## config.mk

```make
export PLATFORM = sky130hd
export DESIGN_NAME = ptc_rc_completer_flat
export DESIGN_NICKNAME = d
export VERILOG_FILES = /design/src/rtl/ptc_rc_completer_if.sv /design/src/rtl/ptc_rc_completer.sv /design/src/flat_wrapper.sv
export SDC_FILE = /design/constraint.sdc
export NUM_CORES = 1
export LEC_CHECK = 0
export ABC_AREA = 1
export CORE_MARGIN = 5
export CORE_UTILIZATION = 33
export DETAILED_ROUTE_END_ITERATION = 12
export RECOVER_POWER = 100
export SYNTH_ARGS = -nofsm -noshare
export SYNTH_HDL_FRONTEND = slang
export SYNTH_SLANG_ARGS = --single-unit
```

## constraint.sdc

```tcl
create_clock -name CLK -period 5.35 [get_ports CLK]
set_input_delay 0.8025 -clock CLK [delete_from_list [all_inputs] [get_ports CLK]]
set_output_delay 0.8025 -clock CLK [all_outputs]
set_load 0.03 [all_outputs]
```

## src/rtl/ptc_rc_completer_if.sv

```systemverilog
// ---------------------------------------------------------------------------
// ptc_rc_completer_if
//   Bundles the two streams of the PTC completer model.
//   RQ side (header-only requests): RQ_ADDR, RQ_LEN, RQ_TAG, RQ_SRC_RDY, RQ_DST_RDY.
//   RC side (single-region MFB completions, header on META):
//     RC_MFB_DATA, RC_MFB_META, RC_MFB_SOF, RC_MFB_EOF, RC_MFB_EOF_POS,
//     RC_MFB_SRC_RDY, RC_MFB_DST_RDY.
//   modport master: the requester / completion sink (drives RQ, accepts RC).
//   modport slave : the completer (accepts RQ, drives RC).
// ---------------------------------------------------------------------------
interface ptc_rc_completer_if #(
    parameter int unsigned MFB_DATA_WIDTH = 256,
    parameter int unsigned ADDR_WIDTH     = 64,
    parameter int unsigned LEN_WIDTH      = 11,
    parameter int unsigned TAG_WIDTH      = 8
);
    localparam int unsigned EOF_POS_WIDTH = $clog2(MFB_DATA_WIDTH / 32);
    localparam int unsigned META_WIDTH    = TAG_WIDTH + 11 + 13 + 7;

    logic [ADDR_WIDTH-1:0]     RQ_ADDR;
    logic [LEN_WIDTH-1:0]      RQ_LEN;
    logic [TAG_WIDTH-1:0]      RQ_TAG;
    logic                      RQ_SRC_RDY;
    logic                      RQ_DST_RDY;

    logic [MFB_DATA_WIDTH-1:0] RC_MFB_DATA;
    logic [META_WIDTH-1:0]     RC_MFB_META;
    logic                      RC_MFB_SOF;
    logic                      RC_MFB_EOF;
    logic [EOF_POS_WIDTH-1:0]  RC_MFB_EOF_POS;
    logic                      RC_MFB_SRC_RDY;
    logic                      RC_MFB_DST_RDY;

    modport master (
        output RQ_ADDR, RQ_LEN, RQ_TAG, RQ_SRC_RDY,
        input  RQ_DST_RDY,
        input  RC_MFB_DATA, RC_MFB_META, RC_MFB_SOF, RC_MFB_EOF, RC_MFB_EOF_POS,
        input  RC_MFB_SRC_RDY,
        output RC_MFB_DST_RDY
    );

    modport slave (
        input  RQ_ADDR, RQ_LEN, RQ_TAG, RQ_SRC_RDY,
        output RQ_DST_RDY,
        output RC_MFB_DATA, RC_MFB_META, RC_MFB_SOF, RC_MFB_EOF, RC_MFB_EOF_POS,
        output RC_MFB_SRC_RDY,
        input  RC_MFB_DST_RDY
    );
endinterface

```

## src/rtl/ptc_rc_completer.sv

```systemverilog
// ---------------------------------------------------------------------------
// ptc_rc_completer
//   Completer model closing the PTC RQ->RC loop. Buffers read requests, splits
//   each one on RCB boundaries and returns completions whose payload DW at
//   byte address A is A[31:0].
// Ports:
//   CLK, RESET     clock, synchronous active-high reset
//   RCB_SIZE       0 = 64 B, 1 = 128 B; sampled when a request is popped
//   bus_io         slave side of ptc_rc_completer_if (RQ requests, RC stream)
//   ERR_ZERO_LEN   one-cycle pulse after a zero-length request is dropped
//   CNT_REQ/CNT_CPL  accepted legal requests / completions sent
// Build option: define PTC_RC_COMPLETER_CNT_EN to build the counters;
//   otherwise CNT_REQ and CNT_CPL are tied to 0.
// ---------------------------------------------------------------------------
module ptc_rc_completer #(
    parameter int unsigned MFB_DATA_WIDTH = 256,
    parameter int unsigned ADDR_WIDTH     = 64,
    parameter int unsigned LEN_WIDTH      = 11,
    parameter int unsigned TAG_WIDTH      = 8,
    parameter int unsigned REQ_FIFO_DEPTH = 8
) (
    input  logic                   CLK,
    input  logic                   RESET,
    input  logic                   RCB_SIZE,
    ptc_rc_completer_if.slave      bus_io,
    output logic                   ERR_ZERO_LEN,
    output logic [31:0]            CNT_REQ,
    output logic [31:0]            CNT_CPL
);
    localparam int unsigned DPW       = MFB_DATA_WIDTH / 32;
    localparam int unsigned DPW_LOG   = $clog2(DPW);
    localparam int unsigned PTR_W     = $clog2(REQ_FIFO_DEPTH);
    localparam int unsigned ENTRY_W   = ADDR_WIDTH + LEN_WIDTH + TAG_WIDTH;

    typedef enum logic [0:0] {StIdle, StSend} state_e;

    // ---------------- request FIFO ----------------
    logic [ENTRY_W-1:0]    mem_q [REQ_FIFO_DEPTH];
    logic [PTR_W-1:0]      wr_ptr_q, rd_ptr_q;
    logic [PTR_W:0]        count_q, count_d;
    logic                  rdy_q, err_q;
    logic                  accept, legal, push, pop, empty;
    logic [ADDR_WIDTH-1:0] head_addr;
    logic [LEN_WIDTH-1:0]  head_len;
    logic [TAG_WIDTH-1:0]  head_tag;

    assign bus_io.RQ_DST_RDY = rdy_q && !RESET;
    assign accept  = bus_io.RQ_SRC_RDY && bus_io.RQ_DST_RDY;
    assign legal   = bus_io.RQ_LEN != '0;
    assign push    = accept && legal;
    assign empty   = count_q == '0;
    assign count_d = count_q + (PTR_W+1)'(push) - (PTR_W+1)'(pop);
    assign {head_addr, head_len, head_tag} = mem_q[rd_ptr_q];
    assign ERR_ZERO_LEN = err_q;

    always_ff @(posedge CLK) begin
        if (push) begin
            mem_q[wr_ptr_q] <= {bus_io.RQ_ADDR[ADDR_WIDTH-1:2], 2'b00, bus_io.RQ_LEN,
                                bus_io.RQ_TAG};
        end
    end

    always_ff @(posedge CLK) begin
        if (RESET) begin
            wr_ptr_q <= '0;
            rd_ptr_q <= '0;
            count_q  <= '0;
            rdy_q    <= 1'b0;
            err_q    <= 1'b0;
        end else begin
            if (push) wr_ptr_q <= wr_ptr_q + PTR_W'(1);
            if (pop)  rd_ptr_q <= rd_ptr_q + PTR_W'(1);
            count_q <= count_d;
            // Ready follows the post-update occupancy, so a full FIFO is never pushed.
            rdy_q   <= count_d < (PTR_W+1)'(REQ_FIFO_DEPTH);
            err_q   <= accept && !legal;
        end
    end

    // ---------------- completion engine ----------------
    state_e                state_q, state_d;
    logic [ADDR_WIDTH-1:0] cpl_addr_q, cpl_addr_d;  // start address of current completion
    logic [LEN_WIDTH-1:0]  rem_q, rem_d;            // DWs left at start of current completion
    logic [LEN_WIDTH-1:0]  beat_q, beat_d;          // beat index within completion
    logic [TAG_WIDTH-1:0]  tag_q, tag_d;
    logic                  rcb_q, rcb_d;

    logic [7:0]            rcb_bytes, room_bytes;
    logic [LEN_WIDTH-1:0]  room_dw, cpl_len, beat_base;
    logic [12:0]           byte_count;
    logic [ADDR_WIDTH-1:0] beat_addr;
    logic [MFB_DATA_WIDTH-1:0] data;
    logic                  send, last_beat, final_cpl, fire;

    assign rcb_bytes  = rcb_q ? 8'd128 : 8'd64;
    assign room_bytes = rcb_bytes - ({1'b0, cpl_addr_q[6:0]} & (rcb_bytes - 8'd1));
    assign room_dw    = LEN_WIDTH'(room_bytes[7:2]);
    assign cpl_len    = (rem_q < room_dw) ? rem_q : room_dw;
    assign final_cpl  = cpl_len == rem_q;
    assign byte_count = 13'({rem_q, 2'b00});
    assign beat_base  = beat_q << DPW_LOG;
    assign last_beat  = (beat_base + LEN_WIDTH'(DPW)) >= cpl_len;
    assign beat_addr  = cpl_addr_q + ADDR_WIDTH'({beat_base, 2'b00});
    assign send       = state_q == StSend;
    assign fire       = send && bus_io.RC_MFB_DST_RDY;

    always_comb begin
        data = '0;
        for (int j = 0; j < DPW; j++) begin
            if (beat_base + LEN_WIDTH'(j) < cpl_len) begin
                data[32*j +: 32] = beat_addr[31:0] + 32'(4 * j);
            end
        end
    end

    assign bus_io.RC_MFB_SRC_RDY = send;
    assign bus_io.RC_MFB_DATA    = send ? data : '0;
    assign bus_io.RC_MFB_META    = send ? {cpl_addr_q[6:0], byte_count, 11'(cpl_len), tag_q} : '0;
    assign bus_io.RC_MFB_SOF     = send && (beat_q == '0);
    assign bus_io.RC_MFB_EOF     = send && last_beat;
    assign bus_io.RC_MFB_EOF_POS = (send && last_beat) ? $bits(bus_io.RC_MFB_EOF_POS)'(cpl_len - LEN_WIDTH'(1)) : '0;

    always_comb begin
        state_d    = state_q;
        cpl_addr_d = cpl_addr_q;
        rem_d      = rem_q;
        beat_d     = beat_q;
        tag_d      = tag_q;
        rcb_d      = rcb_q;
        pop        = 1'b0;
        unique case (state_q)
            StIdle: begin
                if (!empty) begin
                    pop     = 1'b1;
                    state_d = StSend;
                end
            end
            StSend: begin
                if (fire) begin
                    if (!last_beat) begin
                        beat_d = beat_q + LEN_WIDTH'(1);
                    end else if (!final_cpl) begin
                        cpl_addr_d = cpl_addr_q + ADDR_WIDTH'({cpl_len, 2'b00});
                        rem_d      = rem_q - cpl_len;
                        beat_d     = '0;
                    end else if (!empty) begin
                        pop = 1'b1;  // back-to-back request, no idle beat
                    end else begin
                        state_d = StIdle;
                    end
                end
            end
            default: state_d = StIdle;
        endcase
        if (pop) begin
            cpl_addr_d = head_addr;
            rem_d      = head_len;
            tag_d      = head_tag;
            rcb_d      = RCB_SIZE;
            beat_d     = '0;
        end
    end

    always_ff @(posedge CLK) begin
        if (RESET) begin
            state_q    <= StIdle;
            cpl_addr_q <= '0;
            rem_q      <= '0;
            beat_q     <= '0;
            tag_q      <= '0;
            rcb_q      <= 1'b0;
        end else begin
            state_q    <= state_d;
            cpl_addr_q <= cpl_addr_d;
            rem_q      <= rem_d;
            beat_q     <= beat_d;
            tag_q      <= tag_d;
            rcb_q      <= rcb_d;
        end
    end

`ifdef PTC_RC_COMPLETER_CNT_EN
    logic [31:0] cnt_req_q, cnt_cpl_q;
    always_ff @(posedge CLK) begin
        if (RESET) begin
            cnt_req_q <= '0;
            cnt_cpl_q <= '0;
        end else begin
            if (push)              cnt_req_q <= cnt_req_q + 32'd1;
            if (fire && last_beat) cnt_cpl_q <= cnt_cpl_q + 32'd1;
        end
    end
    assign CNT_REQ = cnt_req_q;
    assign CNT_CPL = cnt_cpl_q;
`else
    assign CNT_REQ = '0;
    assign CNT_CPL = '0;
`endif
endmodule

```

## src/flat_wrapper.sv

```systemverilog
// flat-port wrapper written by rule: the top's interface ports become plain ports
module ptc_rc_completer_flat 
#(
    parameter int unsigned MFB_DATA_WIDTH = 256,
    parameter int unsigned ADDR_WIDTH     = 64,
    parameter int unsigned LEN_WIDTH      = 11,
    parameter int unsigned TAG_WIDTH      = 8,
    parameter int unsigned REQ_FIFO_DEPTH = 8
)
  (CLK, RESET, RCB_SIZE, ERR_ZERO_LEN, CNT_REQ, CNT_CPL, bus_io_RQ_ADDR, bus_io_RQ_LEN, bus_io_RQ_TAG, bus_io_RQ_SRC_RDY, bus_io_RQ_DST_RDY, bus_io_RC_MFB_DATA, bus_io_RC_MFB_META, bus_io_RC_MFB_SOF, bus_io_RC_MFB_EOF, bus_io_RC_MFB_EOF_POS, bus_io_RC_MFB_SRC_RDY, bus_io_RC_MFB_DST_RDY);
  ptc_rc_completer_if #(.MFB_DATA_WIDTH(MFB_DATA_WIDTH), .ADDR_WIDTH(ADDR_WIDTH), .LEN_WIDTH(LEN_WIDTH), .TAG_WIDTH(TAG_WIDTH)) bus_io_i ();
  input  logic CLK;
  input  logic RESET;
  input  logic RCB_SIZE;
  output logic ERR_ZERO_LEN;
  output logic [31:0] CNT_REQ;
  output logic [31:0] CNT_CPL;
  input wire logic [$bits(bus_io_i.RQ_ADDR)-1:0] bus_io_RQ_ADDR;
  input wire logic [$bits(bus_io_i.RQ_LEN)-1:0] bus_io_RQ_LEN;
  input wire logic [$bits(bus_io_i.RQ_TAG)-1:0] bus_io_RQ_TAG;
  input wire logic [$bits(bus_io_i.RQ_SRC_RDY)-1:0] bus_io_RQ_SRC_RDY;
  output wire logic [$bits(bus_io_i.RQ_DST_RDY)-1:0] bus_io_RQ_DST_RDY;
  output wire logic [$bits(bus_io_i.RC_MFB_DATA)-1:0] bus_io_RC_MFB_DATA;
  output wire logic [$bits(bus_io_i.RC_MFB_META)-1:0] bus_io_RC_MFB_META;
  output wire logic [$bits(bus_io_i.RC_MFB_SOF)-1:0] bus_io_RC_MFB_SOF;
  output wire logic [$bits(bus_io_i.RC_MFB_EOF)-1:0] bus_io_RC_MFB_EOF;
  output wire logic [$bits(bus_io_i.RC_MFB_EOF_POS)-1:0] bus_io_RC_MFB_EOF_POS;
  output wire logic [$bits(bus_io_i.RC_MFB_SRC_RDY)-1:0] bus_io_RC_MFB_SRC_RDY;
  input wire logic [$bits(bus_io_i.RC_MFB_DST_RDY)-1:0] bus_io_RC_MFB_DST_RDY;
  assign bus_io_i.RQ_ADDR = bus_io_RQ_ADDR;
  assign bus_io_i.RQ_LEN = bus_io_RQ_LEN;
  assign bus_io_i.RQ_TAG = bus_io_RQ_TAG;
  assign bus_io_i.RQ_SRC_RDY = bus_io_RQ_SRC_RDY;
  assign bus_io_RQ_DST_RDY = bus_io_i.RQ_DST_RDY;
  assign bus_io_RC_MFB_DATA = bus_io_i.RC_MFB_DATA;
  assign bus_io_RC_MFB_META = bus_io_i.RC_MFB_META;
  assign bus_io_RC_MFB_SOF = bus_io_i.RC_MFB_SOF;
  assign bus_io_RC_MFB_EOF = bus_io_i.RC_MFB_EOF;
  assign bus_io_RC_MFB_EOF_POS = bus_io_i.RC_MFB_EOF_POS;
  assign bus_io_RC_MFB_SRC_RDY = bus_io_i.RC_MFB_SRC_RDY;
  assign bus_io_i.RC_MFB_DST_RDY = bus_io_RC_MFB_DST_RDY;
  ptc_rc_completer #(.MFB_DATA_WIDTH(MFB_DATA_WIDTH), .ADDR_WIDTH(ADDR_WIDTH), .LEN_WIDTH(LEN_WIDTH), .TAG_WIDTH(TAG_WIDTH), .REQ_FIFO_DEPTH(REQ_FIFO_DEPTH)) u_core (.CLK(CLK), .RESET(RESET), .RCB_SIZE(RCB_SIZE), .bus_io(bus_io_i), .ERR_ZERO_LEN(ERR_ZERO_LEN), .CNT_REQ(CNT_REQ), .CNT_CPL(CNT_CPL));
endmodule
```

# Yosys cells after proc, flatten, opt, wreduce, memory -nomap -nowiden
# Memories as Yosys holds them, arrays and structs flattened. A register that Yosys moved wholly into a read port is not among the register bits.
# Cells that the tools add are included.
# W data, S select, Z words.
# classes
addsub	26
order_cmp	11
eq_ne	3
n_mux	38
bitwise	2
n_reduce_logical	18
# op_table
cell	count
$mux W64	5
$mux W256	1
$mux W32	8
$add A32 B5 Y32 const B	4
$lt A11 B11 Y1	8
$mux W11	8
$add A32 B4 Y32 const B	2
$add A64 B13 Y64	1
$add A11 B3 Y11 const B	4
$mux W39	1
$add A32 B13 Y32	1
$add A32 B3 Y32 const B	1
$add A11 B1 Y11 const B	2
$add A11 B2 Y11 const B	2
$add A11 B4 Y11 const B	1
$eq A11 B11 Y1	1
$ge A11 B11 Y1	1
$logic_not A11 Y1	1
$lt A11 B6 Y1	1
$reduce_bool A11 Y1	1
$sub A11 B11 Y11	1
$mux W1	9
$mux W3	3
$and A7 B8 Y8	1
other kinds (19)	30
# word_totals
regBits	108
ramBits	648
input_bits	88
output_inout_bits	367
word_cells	110
mem_count	1
# memory_table
memory	depth	word_bits	rd	rd_clocked_by_memory_dff	wr	line_no	text
u_core.mem_q	8	81	1	1	1	ptc_rc_completer.sv:38	logic [ENTRY_W-1:0] mem_q [REQ_FIFO_DEPTH];

# Depth between registers and ports, before layout
# Gate-level depths: netlist of run 1.
# logic_depth
ltp_word	13
mapped_depth	38
depth_no_buf	36

# Worst setup path before layout of run 1
# OpenSTA, ideal clock, no wires.
# synth_timing
path_kind	in2reg
from	input port RESET
to	memory u_core.mem_q[6][0] (netlist name), enable pin
setup_time_ps	516
arrival_ps	5274
required_time_ps	4834
path_slack_ps	-441
stages	8
path_buffers	1
cell_sequence	clkbuf_1 > nor2_1 > nand2_1 > inv_1 > nand2_1 > inv_1 > nand2_1 > nor3_1
# synth_via
elab_chain_cells	6
# synth_rtl
item	line_no	text
start: declaration	flat_wrapper.sv:13	input logic RESET;
$logic_not A1 Y1	ptc_rc_completer.sv:47	assign bus_io.RQ_DST_RDY = rdy_q && !RESET;
$logic_and A1 B1 Y1	ptc_rc_completer.sv:47	
via bus_io_RQ_DST_RDY	flat_wrapper.sv:22	output wire logic [$bits(bus_io_i.RQ_DST_RDY)-1:0] bus_io_RQ_DST_RDY;
$logic_and A1 B1 Y1	ptc_rc_completer.sv:48	assign accept = bus_io.RQ_SRC_RDY && bus_io.RQ_DST_RDY;
$logic_and A1 B1 Y1	ptc_rc_completer.sv:50	assign push = accept && legal;
via u_core.push	ptc_rc_completer.sv:42	logic accept, legal, push, pop, empty;
$mux W1	ptc_rc_completer.sv:57	if (push) begin
$mux W1 (implied by the code)	ptc_rc_completer.sv:58	mem_q[wr_ptr_q] <= {bus_io.RQ_ADDR[ADDR_WIDTH-1:2], 2'b00, bus_io.RQ_LEN,
end: declaration	ptc_rc_completer.sv:38	
# The timed path passes the listed nets, and every way through them passes these cells.

# Worst setup path after layout of run 1
# layout_timing
from	register u_core.cpl_addr_q[3]
to	output port bus_io_RC_MFB_DATA[148]
# layout_via
elab_chain_cells	7
# layout_rtl
item	line_no	text
start: declaration	ptc_rc_completer.sv:82	logic [ADDR_WIDTH-1:0] cpl_addr_q, cpl_addr_d;
start signal: assignment	ptc_rc_completer.sv:174	cpl_addr_q <= cpl_addr_d;
$and A7 B8 Y8	ptc_rc_completer.sv:96	assign room_bytes = rcb_bytes - ({1'b0, cpl_addr_q[6:0]} & (rcb_bytes - 8'd1));
$sub A8 B8 Y8	ptc_rc_completer.sv:96	
$lt A11 B6 Y1	ptc_rc_completer.sv:98	assign cpl_len = (rem_q < room_dw) ? rem_q : room_dw;
$mux W11	ptc_rc_completer.sv:98	
$lt A11 B11 Y1	ptc_rc_completer.sv:110	if (beat_base + LEN_WIDTH'(j) < cpl_len) begin
$mux W32 (*)	ptc_rc_completer.sv:110	
$mux W256 (*)	ptc_rc_completer.sv:117	assign bus_io.RC_MFB_DATA = send ? data : '0;
end: declaration	flat_wrapper.sv:23	output wire logic [$bits(bus_io_i.RC_MFB_DATA)-1:0] bus_io_RC_MFB_DATA;
# Mark *: on every way between the ends. The rest lies on a longest branch, timed or not.

==> results by group, run 1 <==
Finish
  • Multi-input logic area: 13370 sq um
  • Area delta synth->final: 27.63%
  • Filler cells: 8442
  • Share of cells above drive strength 1: 0.1912
  • Register Area: 13330 sq um
  • Design area: 35980 sq um
  • Fin nets: 3938

Run
  • # Max-Cap Violations: 2

Worst setup path
  • Critical path startpoint category: flop
  • Worst-path fanout max: 5
  • CP top delay family: simple AND/OR/NAND/NOR gates
  • Worst EP arrival: 4.36 ns
  • Slowest-stage cell, CP: dfxtp_2
  • Critical path data required time: 4.55 ns
  • CP Class: flop to output port
  • CP peak stage delay: 0.33 ns
  • Reg2Reg Setup Slack: 0.55 ns
  • CP Capture Type: output port
  • Bufs and invs on worst path: 8

Synth
  • Unique cell type count in the Yosys netlist: 52
  • Ys flop type: edfxtp_1
  • EDFF count, synth: 392
  • YS warnings: 0
  • Synth Register Bits: 469
  • Synth top area share: 0.4176
  • Gate Count Post-Synth: 3431
  • Synth cell count leaders: 666 x nand2_1, 547 x nor2_1, 392 x edfxtp_1, 287 x o21ai_0, 231 x inv_1
  • Async SR Flop Fraction: 0
  • Most common cell in the netlist: nand2_1
  • Top cells by area, synth: edfxtp_1 42%, nand2_1 8.9%, nor2_1 7.3%, dfxtp_1 5.5%, o21ai_0 5.1%
  • Avg Inst Size Synth: 8.215 sq um
  • Area leader, netlist: edfxtp_1
  • Sequential area share after synthesis: 0.4723
  • Netlist Area Pre-Place: 28190 sq um

STA
  • Layout Skew: 0.02766 ns
  • WHS: 0.4906 ns
  • Max-slew violation count: 63
  • Peak Freq: 193.6 MHz
  • Final Cycle Share: 0.9655
  • Endpoints failing setup: 0
  • Worst relative slew slack: -0.2122
  • Worst setup margin: 0.1846 ns
  • Final hold vios: 0
  • Worst-margin pin slew: 1.818 ns
  • Tmin final: 5.165 ns

GRT
  • All-Layer GR Usage: 0.2132
  • Largest net degree at the start of global routing: 105
  • Grt met3 use: 0.03266
  • Total gr overflow: 0
  • Number of global-route vias before repair: 23980
  • First-pass GRT wire length: 150000 microns
  • Met1 usage: 0.2656
  • Initial antenna violation count: 20
  • GRT busiest layer: met2
  • Met2 GRT Util: 0.3670

Routing
  • Via Count: 25540
  • WL per Instance: 20.56 microns
  • Remaining antenna violation count: 0
  • DRC: 0
  • First-pass DRT Iterations: 6
  • Routed WL: 102200 microns
  • DRT iter0 DRCs: 2042
  • Avg Vias per Cell: 5.140

Placement
  • Pre-CTS setup slack: 0.03576 ns
  • Final GP Congestion: 0.9774
  • DP HPWL: 72750 microns
  • IO Port Bufs: 331
  • Area after DPL: 33690 sq um

Die
  • Starting Density: 0.3316
  • I/O pin total: 455
  • Die area: 91360 sq um
  • CORE AREA: 85010 sq um
  • Chip width: 302.3 microns
  • Row count: 107
  • Die H: 302.3 microns

Clock tree
  • Clock buffer depth: 3
  • Clock transition at path regs: 0.07 ns
  • CTS root buffer: clkbuf_16
  • H-tree depth: 2
  • Total CTS buffers: 47
  • Clock Sinks: 469
  • Skew-Pair Late Insertion Delay: 0.61 ns
  • CTS tree: done
  • Hold buffers post-CTS: 0

Outcome
  • Failing checks: capacitance limit, slew limit
  • Status: finished, violations left

Pwr
  • Peak supply drop: 0.3671 mV
  • Leakage power: 14.25 nW
  • PD cells: 542.2 nW/um^2

Hold path
  • HP Class: flop to flop
[sequential cells by signal, summed over array words and instances, names as in the netlist, named ones only]
signal	flops
u_core.mem_q	392
u_core.cpl_addr_q	30
u_core.beat_q	11
u_core.rem_q	11
u_core.tag_q	8
u_core.count_q	4
u_core.rd_ptr_q	3
u_core.wr_ptr_q	3
u_core.ERR_ZERO_LEN	1
u_core.bus_io.RC_MFB_SRC_RDY	1
u_core.rcb_q	1
u_core.rdy_q	1
[cells in the final DEF, fill, tap and decap left out, types with 24 or more instances in the layout]
cell             Yosys  layout
a21oi_1            180     163
a32o_1              24      24
buf_12               0     118
buf_4               96     239
clkbuf_16            0      48
clkdlybuf4s50_1      0      34
conb_1               2     104
dfxtp_1             77      71
dlygate4sd3_1        0      50
edfxtp_1           392     392
ha_1                68      62
inv_1              231     222
inv_2               38      39
nand2_1            666     660
nand2_2             34      36
nand3_1            218     215
nand4_1             56      56
nor2_1             547     500
nor2_2              35      75
nor2_4              24      31
nor3_1              50      34
o21ai_0            287     282
o221ai_1            26      26
o22ai_1             49      49
xor2_1              59      57
[report_power, final]
group	internal, mW	leakage (nW)	switching [mW]
clock	1.99	0.776	1.44
sequential	4.22	4.16	0.296
combinational	4.04	9.31	7.52
[per-layer routing]
metal	wire, microns	up-vias
met5	27	-
met4	5271	4
met3	7471	247
met2	48860	1101
met1	40540	12070
li1	-	12130
[cells by family (layout without fill, tap and decap cells)]
family | count (synthesis) | in the layout | synth area share
buf+inv | 531 | 815 | 0.08638
compound gates | 597 | 597 | 0.1182
xor+xnor | 76 | 76 | 0.02428
other cells | 2 | 112 | 0.0002664
fa+ha+maj | 72 | 72 | 0.03303
flops | 469 | 469 | 0.4723
simple gates | 1684 | 1684 | 0.2656
[repair_timing]
action,4_1_cts,5_1_grt
setup buffers,13,17
pin swaps,4,23
resized for setup,41,64
gates cloned,0,1
endpoints found under the setup margin,152,242
[path summary, 6_finish.rpt]
kind / endpoint / depth (start not counted) / from
max: bus_io_RC_MFB_DATA[148] / 25 / u_core.cpl_addr_q[3]
min: u_core.rd_ptr_q[0] / 1 / u_core.rd_ptr_q[0]
max reg2reg: u_core.cpl_addr_q[3] / 29 / u_core.cpl_addr_q[3]
min reg2reg: u_core.rd_ptr_q[0] / 1 / u_core.rd_ptr_q[0]
[worst register-to-register path: cells and delay by family (launching register included)]
family / cells / cell delay (ns)
adders and majority gates: 3 / 0.78
DFF: 1 / 0.33
and+or+nand+nor: 14 / 1.54
AOI/OAI and AO/OA: 3 / 0.52
buffers and inverters: 9 / 1.54
[per-stage QoR]
stage	utilization	setup TNS (ns)	power [mW]	cells
floorplan	-	-0.09695	11.27	3533
global placement	0.3963	0	15.58	4842
detailed placement	0.3963	0	15.62	4842
CTS	0.4184	-0.01167	19.25	4943
global route	0.4229	-0.1662	20.70	4961
finish	0.4232	0	19.51	4969
[layout make-up]
class                   count  share of cell area
multi-input cells        2533              0.3716
clock buffers              60             0.03516
diodes                      8           0.0005565
well taps                1144             0.03979
flip-flops and latches    469              0.3704
inverters                 277             0.03026
clock inverters            28             0.01012
repair buffers            450              0.1421
(Power assumes the default switching activity.)
==> inputs of run 2 (changes only) <==
--- a/config.mk
+++ b/config.mk
@@ -6,7 +6,7 @@
 export NUM_CORES = 1
 export LEC_CHECK = 0
 export ABC_AREA = 1
-export CORE_MARGIN = 5
+export CORE_MARGIN = 1.5
 export CORE_UTILIZATION = 33
 export DETAILED_ROUTE_END_ITERATION = 12
 export RECOVER_POWER = 100
==> run 2 against run 1 <==
Against the previous run: the flow still finishes with violations (capacitance limit, slew limit); die area fell by 4.6%; sequential share of layout area rose by 0.089 points; clock power fell by 3%; register-to-register slack improved by 0.04 ns; critical path type unchanged; flip-flop and latch count did not move.
==> results by group, run 2 (synthesis results as in run 1) <==
Pwr
  • Peak supply drop: 0.2965 mV
  • Leakage power: 14.28 nW
  • PD cells: 543.3 nW/um^2

STA
  • Worst relative slew slack: -0.3709
  • Peak Freq: 191.2 MHz
  • Worst-margin pin slew: 2.049 ns
  • Endpoints failing setup: 0
  • Max-slew violation count: 368
  • Worst setup margin: 0.1209 ns
  • Final Cycle Share: 0.9774
  • Tmin final: 5.229 ns
  • WHS: 0.4854 ns
  • Final hold vios: 0
  • Layout Skew: 0.02645 ns

Placement
  • Final GP Congestion: 0.9720
  • Pre-CTS setup slack: 0.03558 ns
  • DP HPWL: 71400 microns
  • Placed cells: 4838
  • IO Port Bufs: 331

Routing
  • WL per Instance: 20.52 microns
  • Via Count: 25640
  • DRC: 0
  • Routed WL: 101800 microns
  • First-pass DRT Iterations: 6
  • Remaining antenna violation count: 0
  • DRT iter0 DRCs: 2314
  • Avg Vias per Cell: 5.169

Finish
  • Fin nets: 3934
  • Most frequent cells in the layout: 657 x nand2_1, 493 x nor2_1, 392 x edfxtp_1
  • Regs by FF count: u_core.mem_q x392, u_core.cpl_addr_q x30
  • Number of flip-flops in the largest register: 392
  • Share of cells above drive strength 1: 0.1887
  • Top reg by flops: u_core.mem_q
  • Final cell count without fillers: 4961
  • Area delta synth->final: 27.33%
  • Most common cell after layout, fill and taps aside: nand2_1

Worst setup path
  • Worst-path fanout max: 5
  • Worst EP arrival: 4.43 ns
  • CP Capture Type: output port
  • FF-to-FF Start: u_core.cpl_addr_q[3]
  • R2R cell count: 27
  • Critical path data required time: 4.55 ns
  • Reg2Reg Setup Slack: 0.59 ns
  • CP Class: flop to output port
  • R2r endpoint: u_core.count_q[2]
  • Critical path startpoint category: flop
  • CP startpoint: u_core.cpl_addr_q[3]
  • Critical Path End: bus_io_RC_MFB_DATA[92]

Clock tree
  • Total CTS buffers: 49
  • Hold buffers post-CTS: 0
  • H-tree depth: 2
  • Clock transition at path regs: 0.06 ns
  • Skew-Pair Late Insertion Delay: 0.61 ns
  • Clock Sinks: 469
  • Clock buffer depth: 3
  • CTS tree: done
  • CTS root buffer: clkbuf_16

Hold path
  • Hold Path Depth: 1
  • HP Class: flop to flop

Outcome
  • Status: finished, violations left
  • Failing checks: capacitance limit, slew limit

GRT
  • Number of global-route vias before repair: 23600
  • Initial antenna violation count: 24
  • First-pass GRT wire length: 148000 microns
  • Largest net degree at the start of global routing: 143
  • Total gr overflow: 0
  • All-Layer GR Usage: 0.2237

Die
  • Starting Density: 0.3321
  • CORE AREA: 84880 sq um
  • Die area: 87180 sq um
  • Die H: 295.3 microns
  • Chip width: 295.3 microns
  • Row count: 107
  • I/O pin total: 455

Run
  • # Max-Cap Violations: 9
run 2: power by group:
part           leakage (nW)  total, mW  switching [mW]  internal (mW)
clock                 0.761       3.32            1.42           1.90
sequential             4.16       4.58           0.356           4.22
combinational          9.35       11.6            7.54           4.06
run 2: how the worst min path moves through the flow:
stage / from / endpoint / slack [ns]
2_1_floorplan: u_core.rd_ptr_q[0] / flop / 0.45
3_3_place_gp: u_core.rd_ptr_q[0] / flop / 0.47
3_5_place_dp: u_core.rd_ptr_q[0] / flop / 0.47
4_1_cts: u_core.rd_ptr_q[0] / u_core.rd_ptr_q[0] / 0.49
5_1_grt: u_core.rd_ptr_q[0] / flop / 0.49
6_report: u_core.rd_ptr_q[0] / u_core.rd_ptr_q[0] / 0.49
run 2: area by class of cell:
type / instances / area (sq um)
sequential: 469 / 13330
fill: 8497 / 48990
multi-input combinational: 2533 / 13390
inverter: 277 / 1085
timing repair buffer: 444 / 5100
clock buffer: 70 / 1335
tap: 1144 / 1431
clock inverter: 22 / 215.2
antenna: 2 / 5.005
run 2: layer usage:
layer | share of wire | up-vias | GRT usage | routed length, microns
li1 | - | 12110 | - | -
met1 | 0.39 | 12050 | 0.2716 | 39300
met2 | 0.48 | 1187 | 0.3877 | 49270
met3 | 0.077 | 277 | 0.03443 | 7827
met4 | 0.052 | 18 | 0.1058 | 5284
met5 | 0.0011 | - | 0 | 107
run 2: through the flow:
| stage | power (mW) | instance area, sq um | TNS [ns] | utilization |
|---|---|---|---|---|
| global placement | 15.63 | 33690 | 0 | 0.3970 |
| floorplan | 11.27 | 28750 | -0.09695 | - |
| CTS | 19.17 | 35500 | 0 | 0.4182 |
| global route | 20.63 | 35880 | -1.589 | 0.4228 |
| detailed placement | 15.68 | 33690 | 0 | 0.3970 |
| finish | 19.50 | 35890 | 0 | 0.4228 |
run 2: timing repair:
action / in CTS / in global routing
resized for setup: 50 / 70
setup buffers: 7 / 21
hold endpoints to repair: 0 / 0
setup endpoints to repair: 212 / 228
gates cloned: 0 / 1
pin swaps: 4 / 14
run 2: worst max-delay path: stages (launching register included):
cell and delay (ns):
dfxtp_1 0.33, inv_4 0.10, ha_4 0.13, nand3_2 0.09, xor2_2 0.21, ha_1 0.32, nand2_1 0.06, a21oi_1 0.06
nor2_2 0.22, nand2_4 0.11, buf_4 0.16, o21ai_4 0.18, inv_2 0.07, ha_1 0.18, a21oi_1 0.13, o21ai_1 0.08
a21oi_1 0.19, buf_4 0.16, nand3_2 0.11, clkinvlp_4 0.20, buf_4 0.14, nand2_1 0.05, nor2_1 0.35, buf_12 0.18
==> inputs of run 3 (changes only) <==
--- a/config.mk
+++ b/config.mk
@@ -6,9 +6,12 @@
 export NUM_CORES = 1
 export LEC_CHECK = 0
 export ABC_AREA = 1
+export CELL_PAD_IN_SITES_DETAIL_PLACEMENT = 0
+export CELL_PAD_IN_SITES_GLOBAL_PLACEMENT = 1
 export CORE_MARGIN = 1.5
 export CORE_UTILIZATION = 33
 export DETAILED_ROUTE_END_ITERATION = 12
+export PLACE_DENSITY_LB_ADDON = 0.1
 export RECOVER_POWER = 100
 export SYNTH_ARGS = -nofsm -noshare
 export SYNTH_HDL_FRONTEND = slang
==> run 3 against run 2 <==
Against the previous run: count of clock-buffer cells in the layout unchanged; global-route usage grew 3.0 points; final cell count up 0.40%; flip-flop and latch count did not move; combinational power barely moved; worst hold slack improved by 0.0034 ns; worst setup slack worse by 0.011 ns; sequential share of layout area increased by 0.28 points; the flow finishes with violations (DRC, capacitance limit, slew limit); fmax shrank 0.21%; sequential power barely moved; clock power is 7.5% higher.
==> results by group, run 3 (synthesis results as in run 1) <==
Outcome
  • Status: finished, violations left
  • Failing checks: DRC, capacitance limit, slew limit

Finish
  • Area delta synth->final: 26.38%
  • Most common cell after layout, fill and taps aside: nand2_1
  • Design area: 35620 sq um
  • Most frequent cells in the layout: 657 x nand2_1, 498 x nor2_1, 392 x edfxtp_1
  • Top reg by flops: u_core.mem_q
  • Final cell count without fillers: 4981
  • Fin nets: 3953
  • Filler cells: 8573
  • Share of cells above drive strength 1: 0.1911
  • Regs by FF count: u_core.mem_q x392, u_core.cpl_addr_q x30
  • Number of flip-flops in the largest register: 392

Placement
  • IO Port Bufs: 331
  • Final GP Congestion: 0.9760
  • Placed cells: 4857
  • Area after DPL: 33230 sq um
  • DP HPWL: 82310 microns

GRT
  • Number of global-route vias before repair: 24210
  • First-pass GRT wire length: 163700 microns
  • Total gr overflow: 0
  • All-Layer GR Usage: 0.2538
  • Largest net degree at the start of global routing: 89
  • Initial antenna violation count: 6

Pwr
  • Switching power: 9.634 mW
  • Peak supply drop: 0.3706 mV
  • Internal power: 10.13 mW
  • Comb power frac: 0.586
  • Clock network power share: 0.181
  • PD cells: 554.9 nW/um^2
  • Seq pwr share: 0.233
  • Leakage power: 14.32 nW
  • Switching share of power: 0.4873

Worst setup path
  • Critical path startpoint category: flop
  • CP Class: flop to output port
  • R2r endpoint: u_core.count_q[2]
  • Reg2Reg Setup Slack: 0.38 ns
  • Critical path data required time: 4.55 ns
  • R2R cell count: 31
  • Worst EP arrival: 4.44 ns
  • CP top delay family: buffers and inverters
  • CP peak stage delay: 0.36 ns
  • Slowest-stage cell, CP: dfxtp_2
  • CP Capture Type: output port
  • Worst-path fanout max: 6
  • Bufs and invs on worst path: 8
  • FF-to-FF Start: u_core.cpl_addr_q[2]

STA
  • Setup TNS: 0 ns
  • WHS: 0.4887 ns
  • Tmin final: 5.240 ns
  • Peak Freq: 190.8 MHz
  • Worst-margin pin slew: 2.090 ns
  • Layout Skew: 0.04758 ns
  • Max-slew violation count: 393
  • Final Cycle Share: 0.9794
  • Final hold vios: 0
  • Endpoints failing setup: 0
  • Worst relative slew slack: -0.3936

Routing
  • WL per Instance: 22.92 microns
  • Via Count: 25580
  • Routed WL: 114200 microns
  • Avg Vias per Cell: 5.135
  • DRT iter0 DRCs: 1799
  • Remaining antenna violation count: 0
  • DRC: 2
  • First-pass DRT Iterations: 10

Die
  • Die area: 87180 sq um
  • Die H: 295.3 microns
  • Chip width: 295.3 microns
  • CORE AREA: 84880 sq um
  • I/O pin total: 455
  • Starting Density: 0.3321
  • Row count: 107

Run
  • # Max-Cap Violations: 10

Clock tree
  • H-tree depth: 2
  • Total CTS buffers: 52
  • Clock transition at path regs: 0.07 ns
  • Clock buffer depth: 3
  • Skew-Pair Late Insertion Delay: 0.62 ns
  • Clock Sinks: 469
  • CTS root buffer: clkbuf_16
  • Hold buffers post-CTS: 0
  • CTS tree: done

Hold path
  • Hold Path Depth: 1
  • Hold_sp: u_core.rd_ptr_q[0]
  • HP Class: flop to flop
run 3: metal layers:
layer,wire length [microns],global-route usage,vias to the layer above
li1,-,-,12150
met1,49990,0.3389,12490
met2,55150,0.4343,770
met3,5296,0.02481,172
met4,3696,0.07492,4
met5,25,0,-
run 3: through the flow:
stage               power [mW]    util  setup slack (ns)
finish                   19.77  0.4197            0.1101
floorplan                11.27       -          -0.04848
global placement         15.71  0.3915          -0.06908
global route             20.93  0.4197          -0.04898
CTS                      19.68  0.4172          -0.01410
detailed placement       15.77  0.3915           -0.1905
run 3: final cells by class:
class	count	area, sq um	area share
Multi-Input combinational cell	2533	13450	0.3775
Timing Repair inverter	2	15.01	0.0004215
Tap cell	1144	1431	0.04018
Timing Repair Buffer	458	4584	0.1287
Inverter	277	1100	0.03087
Antenna cell	1	2.502	0.00007025
Clock buffer	70	1400	0.03930
Sequential cell	469	13330	0.3741
Clock inverter	27	316.6	0.008886
run 3: worst max path at each step:
stage / start / endpoint / slack (ns) / depth (start not counted)
floorplan: u_core.cpl_addr_q[3] / bus_io_RC_MFB_DATA[167] / -0.05 / 25
global placement: u_core.cpl_addr_q[3] / bus_io_RC_MFB_DATA[181] / -0.07 / 26
detailed placement: u_core.cpl_addr_q[3] / bus_io_RC_MFB_DATA[175] / -0.19 / 24
CTS: u_core.cpl_addr_q[3] / bus_io_RC_MFB_DATA[82] / -0.01 / 22
global route: u_core.cpl_addr_q[3] / bus_io_RC_MFB_DATA[209] / -0.05 / 25
finish: u_core.cpl_addr_q[3] / bus_io_RC_MFB_DATA[77] / 0.11 / 26
run 3: worst register-to-register path: cells and delay by family (launching register included):
family                     cells  cell delay (ns)
and+or+nand+nor               15             1.89
adders and majority gates      6             1.63
DFF                            1             0.33
xor gates and xnor gates       2             0.33
buffers and inverters          8             0.68
run 3: what timing repair did:
item | CTS | global route
gates resized for setup | 90 | 47
pin swaps | 13 | 13
hold endpoints to repair | 0 | 0
setup endpoints to repair | 231 | 224
gates cloned | 2 | 1
setup buffers | 14 | 10
run 3: power by group through the flow:
| stage | logic, mW | registers (mW) | clock network (mW) |
|---|---|---|---|
| 3_3_place_gp | 11.0 | 4.67 | 0 |
| 5_1_grt | 12.5 | 4.65 | 3.79 |
| 2_1_floorplan | 6.81 | 4.46 | 0 |
| 6_report | 11.6 | 4.61 | 3.57 |
| 4_1_cts | 11.4 | 4.60 | 3.66 |
| 3_5_place_dp | 11.1 | 4.68 | 0 |
